**src/rtl/axi_lite_arbiter.sv**
```systemverilog
// Round-robin arbiter folding the fetch read port and the memory read/write
// port onto one downstream master, with a per-transaction completion timeout.
//
// Ports:
//   ACLK, ARESET                       clock, synchronous active-high reset
//   IfRead{Req,Addr} / IfRead{Data,Done}  fetch read request and result
//   MemRead*, MemWrite*                memory-stage read/write request/result
//   Read*Out, Write*Out                downstream master request outputs
//   ReadDataIn, ReadDataReady,
//   WriteDataOver                      downstream data and completion strobes
//   Busy, Timeout                      transaction outstanding, abort pulse
module axi_lite_arbiter #(
  parameter int ADDR_W  = 64,
  parameter int DATA_W  = 64,
  parameter int TIMEOUT = 255
) (
  input  logic              ACLK,
  input  logic              ARESET,
  input  logic              IfReadReq,
  input  logic [ADDR_W-1:0] IfReadAddr,
  output logic [DATA_W-1:0] IfReadData,
  output logic              IfReadDone,
  input  logic              MemReadReq,
  input  logic [ADDR_W-1:0] MemReadAddr,
  input  logic              MemWriteReq,
  input  logic [ADDR_W-1:0] MemWriteAddr,
  input  logic [DATA_W-1:0] MemWriteData,
  input  logic [3:0]        MemWriteMask,
  output logic [DATA_W-1:0] MemReadData,
  output logic              MemReadDone,
  output logic              MemWriteDone,
  output logic              ReadEnableOut,
  output logic [ADDR_W-1:0] ReadAddrOut,
  output logic              WriteEnableOut,
  output logic [ADDR_W-1:0] WriteAddrOut,
  output logic [DATA_W-1:0] WriteDataOut,
  output logic [3:0]        WriteMaskOut,
  input  logic [DATA_W-1:0] ReadDataIn,
  input  logic              ReadDataReady,
  input  logic              WriteDataOver,
  output logic              Busy,
  output logic              Timeout
);

  typedef enum logic [3:0] {
    IDLE   = 4'b0001,
    IF_RD  = 4'b0010,
    MEM_RD = 4'b0100,
    MEM_WR = 4'b1000
  } state_t;

  localparam logic [7:0] TMO = 8'(TIMEOUT);

  state_t state_q, state_d;

  logic              last_q, last_d;
  logic [7:0]        cnt_q, cnt_d;
  logic              ren_q, ren_d;
  logic              wen_q, wen_d;
  logic [ADDR_W-1:0] raddr_q, raddr_d;
  logic [ADDR_W-1:0] waddr_q, waddr_d;
  logic [DATA_W-1:0] wdata_q, wdata_d;
  logic [3:0]        wmask_q, wmask_d;
  logic [DATA_W-1:0] ifdat_q, ifdat_d;
  logic [DATA_W-1:0] mdat_q, mdat_d;
  logic              ifdn_q, ifdn_d;
  logic              mrdn_q, mrdn_d;
  logic              mwdn_q, mwdn_d;
  logic              tmo_q, tmo_d;

  logic mem_req;
  logic grant_if;
  logic grant_mem;
  logic expired;

  assign mem_req = MemReadReq | MemWriteReq;

  // LastGrant = 1 means MEM went last, so IF wins a tie.
  assign grant_if  = IfReadReq & (~mem_req | last_q);
  assign grant_mem = mem_req & (~IfReadReq | ~last_q);

  assign expired = (cnt_q == TMO);

  always_comb begin
    state_d = state_q;
    last_d  = last_q;
    cnt_d   = cnt_q;
    ren_d   = 1'b0;
    wen_d   = 1'b0;
    raddr_d = raddr_q;
    waddr_d = waddr_q;
    wdata_d = wdata_q;
    wmask_d = wmask_q;
    ifdat_d = ifdat_q;
    mdat_d  = mdat_q;
    ifdn_d  = 1'b0;
    mrdn_d  = 1'b0;
    mwdn_d  = 1'b0;
    tmo_d   = 1'b0;
    unique case (state_q)
      IDLE: begin
        if (grant_if) begin
          state_d = IF_RD;
          last_d  = 1'b0;
          cnt_d   = '0;
          raddr_d = IfReadAddr;
          ren_d   = 1'b1;
        end else if (grant_mem) begin
          last_d = 1'b1;
          cnt_d  = '0;
          if (MemWriteReq) begin
            state_d = MEM_WR;
            waddr_d = MemWriteAddr;
            wdata_d = MemWriteData;
            wmask_d = MemWriteMask;
            wen_d   = 1'b1;
          end else begin
            state_d = MEM_RD;
            raddr_d = MemReadAddr;
            ren_d   = 1'b1;
          end
        end
      end
      IF_RD: begin
        cnt_d = cnt_q + 8'd1;
        if (ReadDataReady) begin
          state_d = IDLE;
          ifdat_d = ReadDataIn;
          ifdn_d  = 1'b1;
        end else if (expired) begin
          state_d = IDLE;
          ifdat_d = '0;
          ifdn_d  = 1'b1;
          tmo_d   = 1'b1;
        end
      end
      MEM_RD: begin
        cnt_d = cnt_q + 8'd1;
        if (ReadDataReady) begin
          state_d = IDLE;
          mdat_d  = ReadDataIn;
          mrdn_d  = 1'b1;
        end else if (expired) begin
          state_d = IDLE;
          mdat_d  = '0;
          mrdn_d  = 1'b1;
          tmo_d   = 1'b1;
        end
      end
      MEM_WR: begin
        cnt_d = cnt_q + 8'd1;
        if (WriteDataOver) begin
          state_d = IDLE;
          mwdn_d  = 1'b1;
        end else if (expired) begin
          state_d = IDLE;
          mwdn_d  = 1'b1;
          tmo_d   = 1'b1;
        end
      end
      default: state_d = IDLE;
    endcase
  end

  always_ff @(posedge ACLK) begin
    if (ARESET) begin
      state_q <= IDLE;
      last_q  <= 1'b1;
      cnt_q   <= '0;
      ren_q   <= 1'b0;
      wen_q   <= 1'b0;
      raddr_q <= '0;
      waddr_q <= '0;
      wdata_q <= '0;
      wmask_q <= '0;
      ifdat_q <= '0;
      mdat_q  <= '0;
      ifdn_q  <= 1'b0;
      mrdn_q  <= 1'b0;
      mwdn_q  <= 1'b0;
      tmo_q   <= 1'b0;
    end else begin
      state_q <= state_d;
      last_q  <= last_d;
      cnt_q   <= cnt_d;
      ren_q   <= ren_d;
      wen_q   <= wen_d;
      raddr_q <= raddr_d;
      waddr_q <= waddr_d;
      wdata_q <= wdata_d;
      wmask_q <= wmask_d;
      ifdat_q <= ifdat_d;
      mdat_q  <= mdat_d;
      ifdn_q  <= ifdn_d;
      mrdn_q  <= mrdn_d;
      mwdn_q  <= mwdn_d;
      tmo_q   <= tmo_d;
    end
  end

  assign IfReadData     = ifdat_q;
  assign IfReadDone     = ifdn_q;
  assign MemReadData    = mdat_q;
  assign MemReadDone    = mrdn_q;
  assign MemWriteDone   = mwdn_q;
  assign ReadEnableOut  = ren_q;
  assign ReadAddrOut    = raddr_q;
  assign WriteEnableOut = wen_q;
  assign WriteAddrOut   = waddr_q;
  assign WriteDataOut   = wdata_q;
  assign WriteMaskOut   = wmask_q;
  assign Busy           = (state_q != IDLE);
  assign Timeout        = tmo_q;

endmodule

```
**config.mk**
```make
export PLATFORM = sky130hd
export DESIGN_NAME = axi_lite_arbiter
export DESIGN_NICKNAME = d
export VERILOG_FILES = /design/src/rtl/axi_lite_arbiter.sv
export SDC_FILE = /design/constraint.sdc
export NUM_CORES = 1
export LEC_CHECK = 0
export CAP_MARGIN = 20
export CORE_AREA = 10 10 251 253
export DETAILED_ROUTE_END_ITERATION = 12
export DIE_AREA = 0 0 261 263
export PLACE_DENSITY = 0.5
export SLEW_MARGIN = 20
export SYNTH_ARGS = -nofsm -noshare
export SYNTH_HDL_FRONTEND = slang
export SYNTH_SLANG_ARGS = --single-unit
```
**constraint.sdc**
```tcl
create_clock -name ACLK -period 3.5 [get_ports ACLK]
set_input_delay 0.35 -clock ACLK [delete_from_list [all_inputs] [get_ports ACLK]]
set_output_delay 0.35 -clock ACLK [all_outputs]
set_load 0.02 [all_outputs]
```
==> results.cfg, run 1 <==
[status]
status = complete, no violations

[logic_synthesis]
synth-compound-area-share_pct = 23.7
ys_seq_area_share_pct = 56.8
synth_top_family_by_area = compound AO/OA/AOI/OAI gates
synth_edf_count = 0
postSynthCellCount = 1337
syn_nets = 1669
synthSimpleGateAreaFrac_pct = 14.4
synth_largest_area_cell = dfxtp_1
synthArstFlopShare_pct = 0
yosys.cell_types.count = 38
yosysTopAreaCellShare_pct = 56.8
synthMuxAreaShare_pct = 0.0829
synthXorXnorAreaFrac_pct = 0.145
synthesis.area_mm2 = 0.0121
yosys_warnings = 0
avgSynthCellArea_um2 = 9.04
synth.ff_latch_count = 343
synth_fa_ha_area_share_pct = 0.104
yosys-top-cells-area = dfxtp_1 57%, nand2_1 12%, a32o_1 11%
ys.flop_type = dfxtp_1

[drt]
wl_per_cell_um = 20.0
drc_errors = 0
wirelength_um = 54900
ant_nets = 0
vias = 12300
drt_pass1_iterations = 5
viasPerCell = 4.48
drt_iter0_drc = 731

[global_routing]
antenna_found_initial = 8
grt.overflow.total = 0
grt_pass1_vias = 12500
grt_pass1_wl_um = 80000
grt_usage_pct = 14.9
grt_max_degree = 134

[worst_hold_path]
hp-class = in2reg
worstHoldStart = ARESET
hold_path_end = cnt_q[1]$_SDFFE_PP0P_
holdPathStages = 2

[placement]
port_buffers = 661
placedCellCount = 2666
hpwl_um = 39400
globalplace.congestion = 0.808

[sta]
max_freq_mhz = 370
skew_ns = 0.0148
tightest_slew_ns = 0.912
finalSetupTns_ns = 0
setup_violations = 0
rsz0062_at_grt = false
min_period_ns = 2.70
hold_viol = 0
slew_headroom_pct = 38.9
post-route-period-util_pct = 77.2
drv_slew = 0

[worst_setup_path]
regToRegSetupSlack_ns = 1.27
criticalPathCategory = reg2out
crit_path_top_delay_cell = clkdlybuf4s50_1
slowest_delay_ns = 0.67
end_kind = primary output
timing.rr.end = WriteDataOut[62]$_SDFFE_PP0P_
setup.worst_path.start_class = flop
path_max_fanout = 10
reg2reg_from = state_q[3]$_SDFFE_PP0P_
path_cells = nor4b_4 > inv_2 > clkdlybuf4s50_1
r2r_cells = 5
required_ns = 3.15
worstPathArrival_ns = 2.35

[power_and_ir_drop]
power_switching_share_pct = 30.1
irDropWorstVdd_mv = 0.357
intPower_uw = 8190
comb_power_share_pct = 24.8
power.switching_uw = 3530
pwr-share-clk_pct = 36.8
p_leak_uw = 0.00732
seqPwrFrac_pct = 38.5
powerDensity_mw_per_mm2 = 562

[die]
start_util_pct = 20.7
dieArea_mm2 = 0.0686
rows = 89
die_width_um = 261
ioPinCount = 662
coreArea_mm2 = 0.0582
die_y_um = 263

[finish]
nets = 2268
stdcell_count = 2746
layout_common_cells = 660 x clkdlybuf4s50_1, 399 x nand2_1, 343 x dfxtp_1
final_common_cell = clkdlybuf4s50_1
synthToLayoutAreaGrowth_pct = 72.7
drive_above_1_share_pct = 5.49

[clock_tree]
ctsHoldBuffers = 0
clock_latency_ns = 0.55
cts_buffers = 41
cts_buffer_depth = 3
cts_tree = built
post_cts_buffers = 0
cts.sinks = 343
post_cts_resized = 0
cts_root_buf = clkbuf_16
htree_levels = 2
clkTransAtPathRegs_ns = 0.06

[job]
cap_violations = 0
flip-flops by register name, indices dropped and copies added, names as in the netlist:
signal and flops:
cnt_q 8, last_q 1, ReadAddrOut 64, IfReadData 64, MemReadDone 1, Timeout 1, WriteDataOut 64, MemWriteDone 1
WriteEnableOut 1, WriteAddrOut 64, MemReadData 64, ReadEnableOut 1, IfReadDone 1, WriteMaskOut 4, state_q 4
worst max-delay path, delay by kind of cell, from the launching register on:
family                 cells  cell delay [ns]
DFF                        1             0.42
and+or+nand+nor            1             0.56
buffers and inverters      2             0.82
per-stage QoR:
stage | hold WS (ns) | area [um2] | worst slack, ns | power [uW] | util [%]
6_report | 0.158 | 20900 | 0.797 | 11700 | 35.8
5_1_grt | 0.150 | 20900 | 0.711 | 12300 | 35.8
4_1_cts | 0.108 | 20800 | 0.755 | 11900 | 35.8
3_5_place_dp | 0.446 | 19500 | 1.10 | 7530 | 33.4
3_3_place_gp | 0.442 | 19500 | 1.14 | 7500 | 33.4
2_1_floorplan | 0.443 | 12100 | 1.77 | 5990 | -
cells in the mapped netlist (2+ instances only):
master and instances:
or2_2 2, o21bai_1 2, inv_1 5, nor2_1 9, xor2_1 2, buf_2 20
nand2_1 400, a31oi_1 64, o21ai_1 50, clkbuf_1 83, dfxtp_1 343, buf_1 8
and2_1 3, o21ai_0 21, o2111ai_1 2, or3_1 5, o31ai_1 2, buf_4 14
or4b_2 3, nor3_1 2, a32o_1 128, nand3_1 8, nor4b_1 2, a21oi_1 145
power groups by stage:
stage	sequential, uW	combinational, uW	clock (uW)
CTS	4510	2950	4490
global placement	4570	2930	0
global route	4560	3120	4620
finish	4510	2900	4310
floorplan	5010	975	0
detailed placement	4590	2940	0
worst max-delay path by stage:
stage	slack, ns	endpoint	from	cells after the start
after floorplan	1.77	WriteAddrOut[0]$_SDFFE_PP0P_	state_q[3]$_SDFFE_PP0P_	7
after global placement	1.14	ReadAddrOut[3]$_SDFFE_PP0P_	MemWriteReq	6
after detailed placement	1.10	ReadAddrOut[53]$_SDFFE_PP0P_	MemWriteReq	6
after CTS	0.75	Busy	state_q[3]$_SDFFE_PP0P_	3
after global routing	0.71	Busy	state_q[3]$_SDFFE_PP0P_	3
final	0.80	Busy	state_q[3]$_SDFFE_PP0P_	3
routing by layer:
metal  part of all wire [%]  wire length, um  track usage (%)
met2                     48            26600             25.8
met3                     11             5910             6.39
met4                    2.6             1410             4.72
met5                  0.091               50                0
met1                     38            21000             16.0
kinds of logic after synthesis:
group           Yosys count
mux                       1
compound gates          420
simple gates            439
xor+xnor                  2
fa+ha+maj                 1
flops                   343
buf+inv                 131
area by class of cell:
class	instances	area [um2]
fill	5904	37400
timing repair buffer	681	6900
sequential	343	6870
multi-input combinational	863	4720
clock buffer	59	1230
tap	773	967
clock inverter	17	145
inverter	6	22.5
antenna	4	10.0
Note: power is estimated with default switching activity, not from simulation.
==> run 2, diff against run 1 <==
==> constraint.sdc (replaced) <==
create_clock -name ACLK -period 2.7 [get_ports ACLK]
set_input_delay 0.27 -clock ACLK [delete_from_list [all_inputs] [get_ports ACLK]]
set_output_delay 0.27 -clock ACLK [all_outputs]
set_load 0.02 [all_outputs]
==> results.cfg, run 2 (same netlist as run 1, synthesis figures left out) <==
[status]
status = complete, no violations

[drt]
wirelength_um = 54500
drc_errors = 0
drt_pass1_iterations = 5
viasPerCell = 4.48
wl_met1_um = 20400
wl_per_cell_um = 19.8
ant_nets = 0
top_layer_used = met5
wl_met2_um = 26900
drt_iter0_drc = 716
vias = 12400
route.met3.wl_um = 5890

[sta]
worst_hold_slack_ns = 0.0773
drv_slew = 0
setup_violations = 0
rsz0062_at_grt = false
finalSetupTns_ns = 0
slew_headroom_pct = 40.8
max_freq_mhz = 413
min_period_ns = 2.42
hold_viol = 0
post-route-period-util_pct = 89.7
tightest_slew_ns = 0.884
skew_ns = 0.0216

[worst_setup_path]
worstPathArrival_ns = 2.15
reg2reg_from = cnt_q[0]$_SDFFE_PP0P_
end_kind = primary output
required_ns = 2.43
regToRegSetupSlack_ns = 0.46
critPathLaunch = state_q[3]$_SDFFE_PP0P_
setup.worst_path.start_class = flop
criticalPathCategory = reg2out
path_max_fanout = 10

[clock_tree]
cts_buffers = 41
post_cts_buffers = 0
clock_latency_ns = 0.56
post_cts_resized = 0
htree_levels = 2
cts_root_buf = clkbuf_16
cts_tree = built
cts_buffer_depth = 3
ctsHoldBuffers = 0
cts.sinks = 343
clkTransAtPathRegs_ns = 0.06

[power_and_ir_drop]
power_switching_share_pct = 29.8
comb_power_share_pct = 25.3
irDropWorstVdd_mv = 0.359
intPower_uw = 10700
p_leak_uw = 0.00740
powerDensity_mw_per_mm2 = 727
seqPwrFrac_pct = 38.2
power.switching_uw = 4550
pwr-share-clk_pct = 36.5

[placement]
port_buffers = 661
hpwl_um = 40000
placedCellCount = 2677
globalplace.congestion = 0.774

[finish]
layout_common_cells = 660 x clkdlybuf4s50_1, 399 x nand2_1, 343 x dfxtp_1
synthToLayoutAreaGrowth_pct = 74.1
nets = 2282
drive_above_1_share_pct = 5.92
n_fill_cell = 5932
stdcell_count = 2756
multiInputGateArea_mm2 = 0.00472
final_common_cell = clkdlybuf4s50_1
seq_area_mm2 = 0.00687
post-route-util_pct = 36.1

[global_routing]
grt.overflow.total = 0
grt_pass1_wl_um = 79600
grt_pass1_vias = 12400
antenna_found_initial = 8
grt_max_degree = 134
grt_usage_pct = 14.8

[die]
start_util_pct = 20.7
die_width_um = 261
die_y_um = 263
rows = 89
ioPinCount = 662
dieArea_mm2 = 0.0686
coreArea_mm2 = 0.0582

[worst_hold_path]
worstHoldStart = ARESET
hp-class = in2reg

[job]
cap_violations = 0
==> run 2: cell count changes in the layout (fill, tap and decap cells not counted), moves of 2 or more <==
cell	before	now
clkbuf_8	9	12
diode_2	4	6
buf_12	11	17
clkbuf_16	43	41
buf_4	10	18
clkinv_2	12	5
==> run 2: layout make-up <==
class | instances | area share (%)
inverters | 6 | 0.107
well taps | 773 | 4.60
multi-input cells | 863 | 22.4
clock buffers | 59 | 5.77
diodes | 6 | 0.0714
repair buffers | 695 | 33.7
flip-flops and latches | 343 | 32.7
clock inverters | 11 | 0.672
==> run 2: path summary, 6_finish.rpt <==
kind / endpoint / cells past startpoint
worst max-delay path: Busy / 4
worst min-delay path: MemWriteDone$_SDFF_PP0_ / 2
worst max register to register: MemReadData[2]$_SDFFE_PP0P_ / 6
worst min register to register: WriteAddrOut[16]$_SDFFE_PP0P_ / 2
==> run 2: metrics by stage <==
stage          total power, uW  area, um2  setup WS (ns)
4_1_cts                  15500      21000         0.0595
2_1_floorplan             7760      12100          0.970
5_1_grt                  16100      21000          0.186
6_report                 15300      21000          0.277
3_5_place_dp              9830      19600          0.222
3_3_place_gp              9800      19600          0.230
==> run 2: critical path: stages (launching register included) <==
cell and delay, ns:
dfxtp_1 0.55, nor4b_4 0.09, buf_4 0.17, inv_2 0.11, clkdlybuf4s50_1 0.70
==> run 2: routing by layer <==
metal	up-vias	global-route usage (%)
met4	4	4.56
li1	5981	-
met3	71	6.52
met1	5844	15.7
met2	458	26.0
met5	-	0
==> run 2: power by group through the flow <==
stage | Sequential, uW | Combinational [uW] | Clock, uW
final | 5840 | 3860 | 5580
after detailed placement | 5940 | 3880 | 0
after CTS | 5840 | 3900 | 5810
after global routing | 5900 | 4150 | 6020
after floorplan | 6500 | 1260 | 0
after global placement | 5920 | 3880 | 0
==> run 3, diff against run 2 <==
--- a/config.mk
+++ b/config.mk
@@ -5,7 +5,6 @@
 export SDC_FILE = /design/constraint.sdc
 export NUM_CORES = 1
 export LEC_CHECK = 0
-export CAP_MARGIN = 20
 export CORE_AREA = 10 10 251 253
 export DETAILED_ROUTE_END_ITERATION = 12
 export DIE_AREA = 0 0 261 263
==> constraint.sdc (replaced) <==
create_clock -name ACLK -period 3 [get_ports ACLK]
set_input_delay 0.3 -clock ACLK [delete_from_list [all_inputs] [get_ports ACLK]]
set_output_delay 0.3 -clock ACLK [all_outputs]
set_load 0.02 [all_outputs]
==> results.cfg, run 3 (same netlist as run 1, synthesis figures left out) <==
[sta]
skew_ns = 0.0288
slew_headroom_pct = 41.8
max_freq_mhz = 387
min_period_ns = 2.58
worst_hold_slack_ns = 0.0893
finalSetupTns_ns = 0
drv_slew = 0
tightest_slew_ns = 0.870
setup_violations = 0
rsz0062_at_grt = false
hold_viol = 0
post-route-period-util_pct = 86.1

[drt]
viasPerCell = 4.48
drt_pass1_iterations = 7
ant_nets = 0
drc_errors = 0
wl_per_cell_um = 19.9
vias = 12300
drt_iter0_drc = 734
wirelength_um = 54600

[worst_setup_path]
criticalPathCategory = reg2out
end_kind = primary output
worstPathArrival_ns = 2.28
path_max_fanout = 10
required_ns = 2.70
setup.worst_path.start_class = flop

[die]
rows = 89
ioPinCount = 662
dieArea_mm2 = 0.0686
die_width_um = 261
coreArea_mm2 = 0.0582
die_y_um = 263
start_util_pct = 20.7

[global_routing]
antenna_found_initial = 3
grt_pass1_vias = 12300
grt_max_degree = 134
grt_pass1_wl_um = 79200
grt.overflow.total = 0
grt_usage_pct = 14.7

[status]
status = complete, no violations

[power_and_ir_drop]
p_leak_uw = 0.00734
irDropWorstVdd_mv = 0.362
powerDensity_mw_per_mm2 = 658

[worst_hold_path]
hp-class = in2reg

[clock_tree]
clock_latency_ns = 0.56
clkTransAtPathRegs_ns = 0.05
post_cts_resized = 0
ctsHoldBuffers = 0
cts_root_buf = clkbuf_16
cts_tree = built
htree_levels = 2
post_cts_buffers = 0
cts_buffer_depth = 3
cts_buffers = 42
cts.sinks = 343

[finish]
nets = 2275
seq_area_mm2 = 0.00687
layout_common_cells = 660 x clkdlybuf4s50_1, 399 x nand2_1, 343 x dfxtp_1
synthToLayoutAreaGrowth_pct = 73.2
multiInputGateArea_mm2 = 0.00472
final_common_cell = clkdlybuf4s50_1
n_fill_cell = 5847
drive_above_1_share_pct = 5.47

[job]
cap_violations = 0

[placement]
globalplace.congestion = 0.768
port_buffers = 661
hpwl_um = 39800
run 3: path summary, 6_finish.rpt:
path                                 startpoint  cells past startpoint  slack (ns)                       endpoint
hold / removal                           ARESET                      2        0.09        MemWriteDone$_SDFF_PP0_
hold reg to reg   WriteDataOut[40]$_SDFFE_PP0P_                      2        0.45  WriteDataOut[40]$_SDFFE_PP0P_
setup reg to reg          cnt_q[0]$_SDFFE_PP0P_                      6        0.70    IfReadData[41]$_SDFFE_PP0P_
setup / recovery        state_q[3]$_SDFFE_PP0P_                      3        0.42                           Busy
run 3: area by class of cell:
cell class,count,share of cell area (%)
Tap cell,773,4.62
Multi-Input combinational cell,863,22.6
Sequential cell,343,32.8
Inverter,6,0.108
Clock buffer,64,6.00
Timing Repair Buffer,687,33.2
Clock inverter,10,0.646
Antenna cell,2,0.0239
run 3: per-layer routing:
metal	vias to the layer above	share of wire, %	GRT usage [%]
met1	5835	38	16.0
met2	459	50	26.2
met5	-	0.033	0
met3	56	11	6.12
li1	5961	-	-
met4	4	1.7	3.27
run 3: report_power, final:
group / internal [uW] / switching, uW / total [uW] / leakage, uW
logic: 1530 / 1860 / 3390 / 0.00387
registers: 5010 / 241 / 5250 / 0.00279
clock network: 3130 / 1980 / 5120 / 0.000682
run 3: through the flow:
step | instance area [um2] | util [%] | cells | worst slack (ns) | total power (uW)
after floorplan | 12100 | - | 1337 | 1.27 | 6990
after global placement | 19500 | 33.5 | 2672 | 0.454 | 8760
after detailed placement | 19500 | 33.5 | 2672 | 0.486 | 8780
after CTS | 20900 | 35.9 | 2746 | 0.358 | 14000
after global routing | 20900 | 35.9 | 2746 | 0.296 | 14400
final | 20900 | 35.9 | 2748 | 0.416 | 13800
run 3: critical path, stage by stage, from the launching register on:
cell	delay, ns
dfxtp_1	0.43
nor4b_4	0.54
inv_2	0.13
clkdlybuf4s50_1	0.62
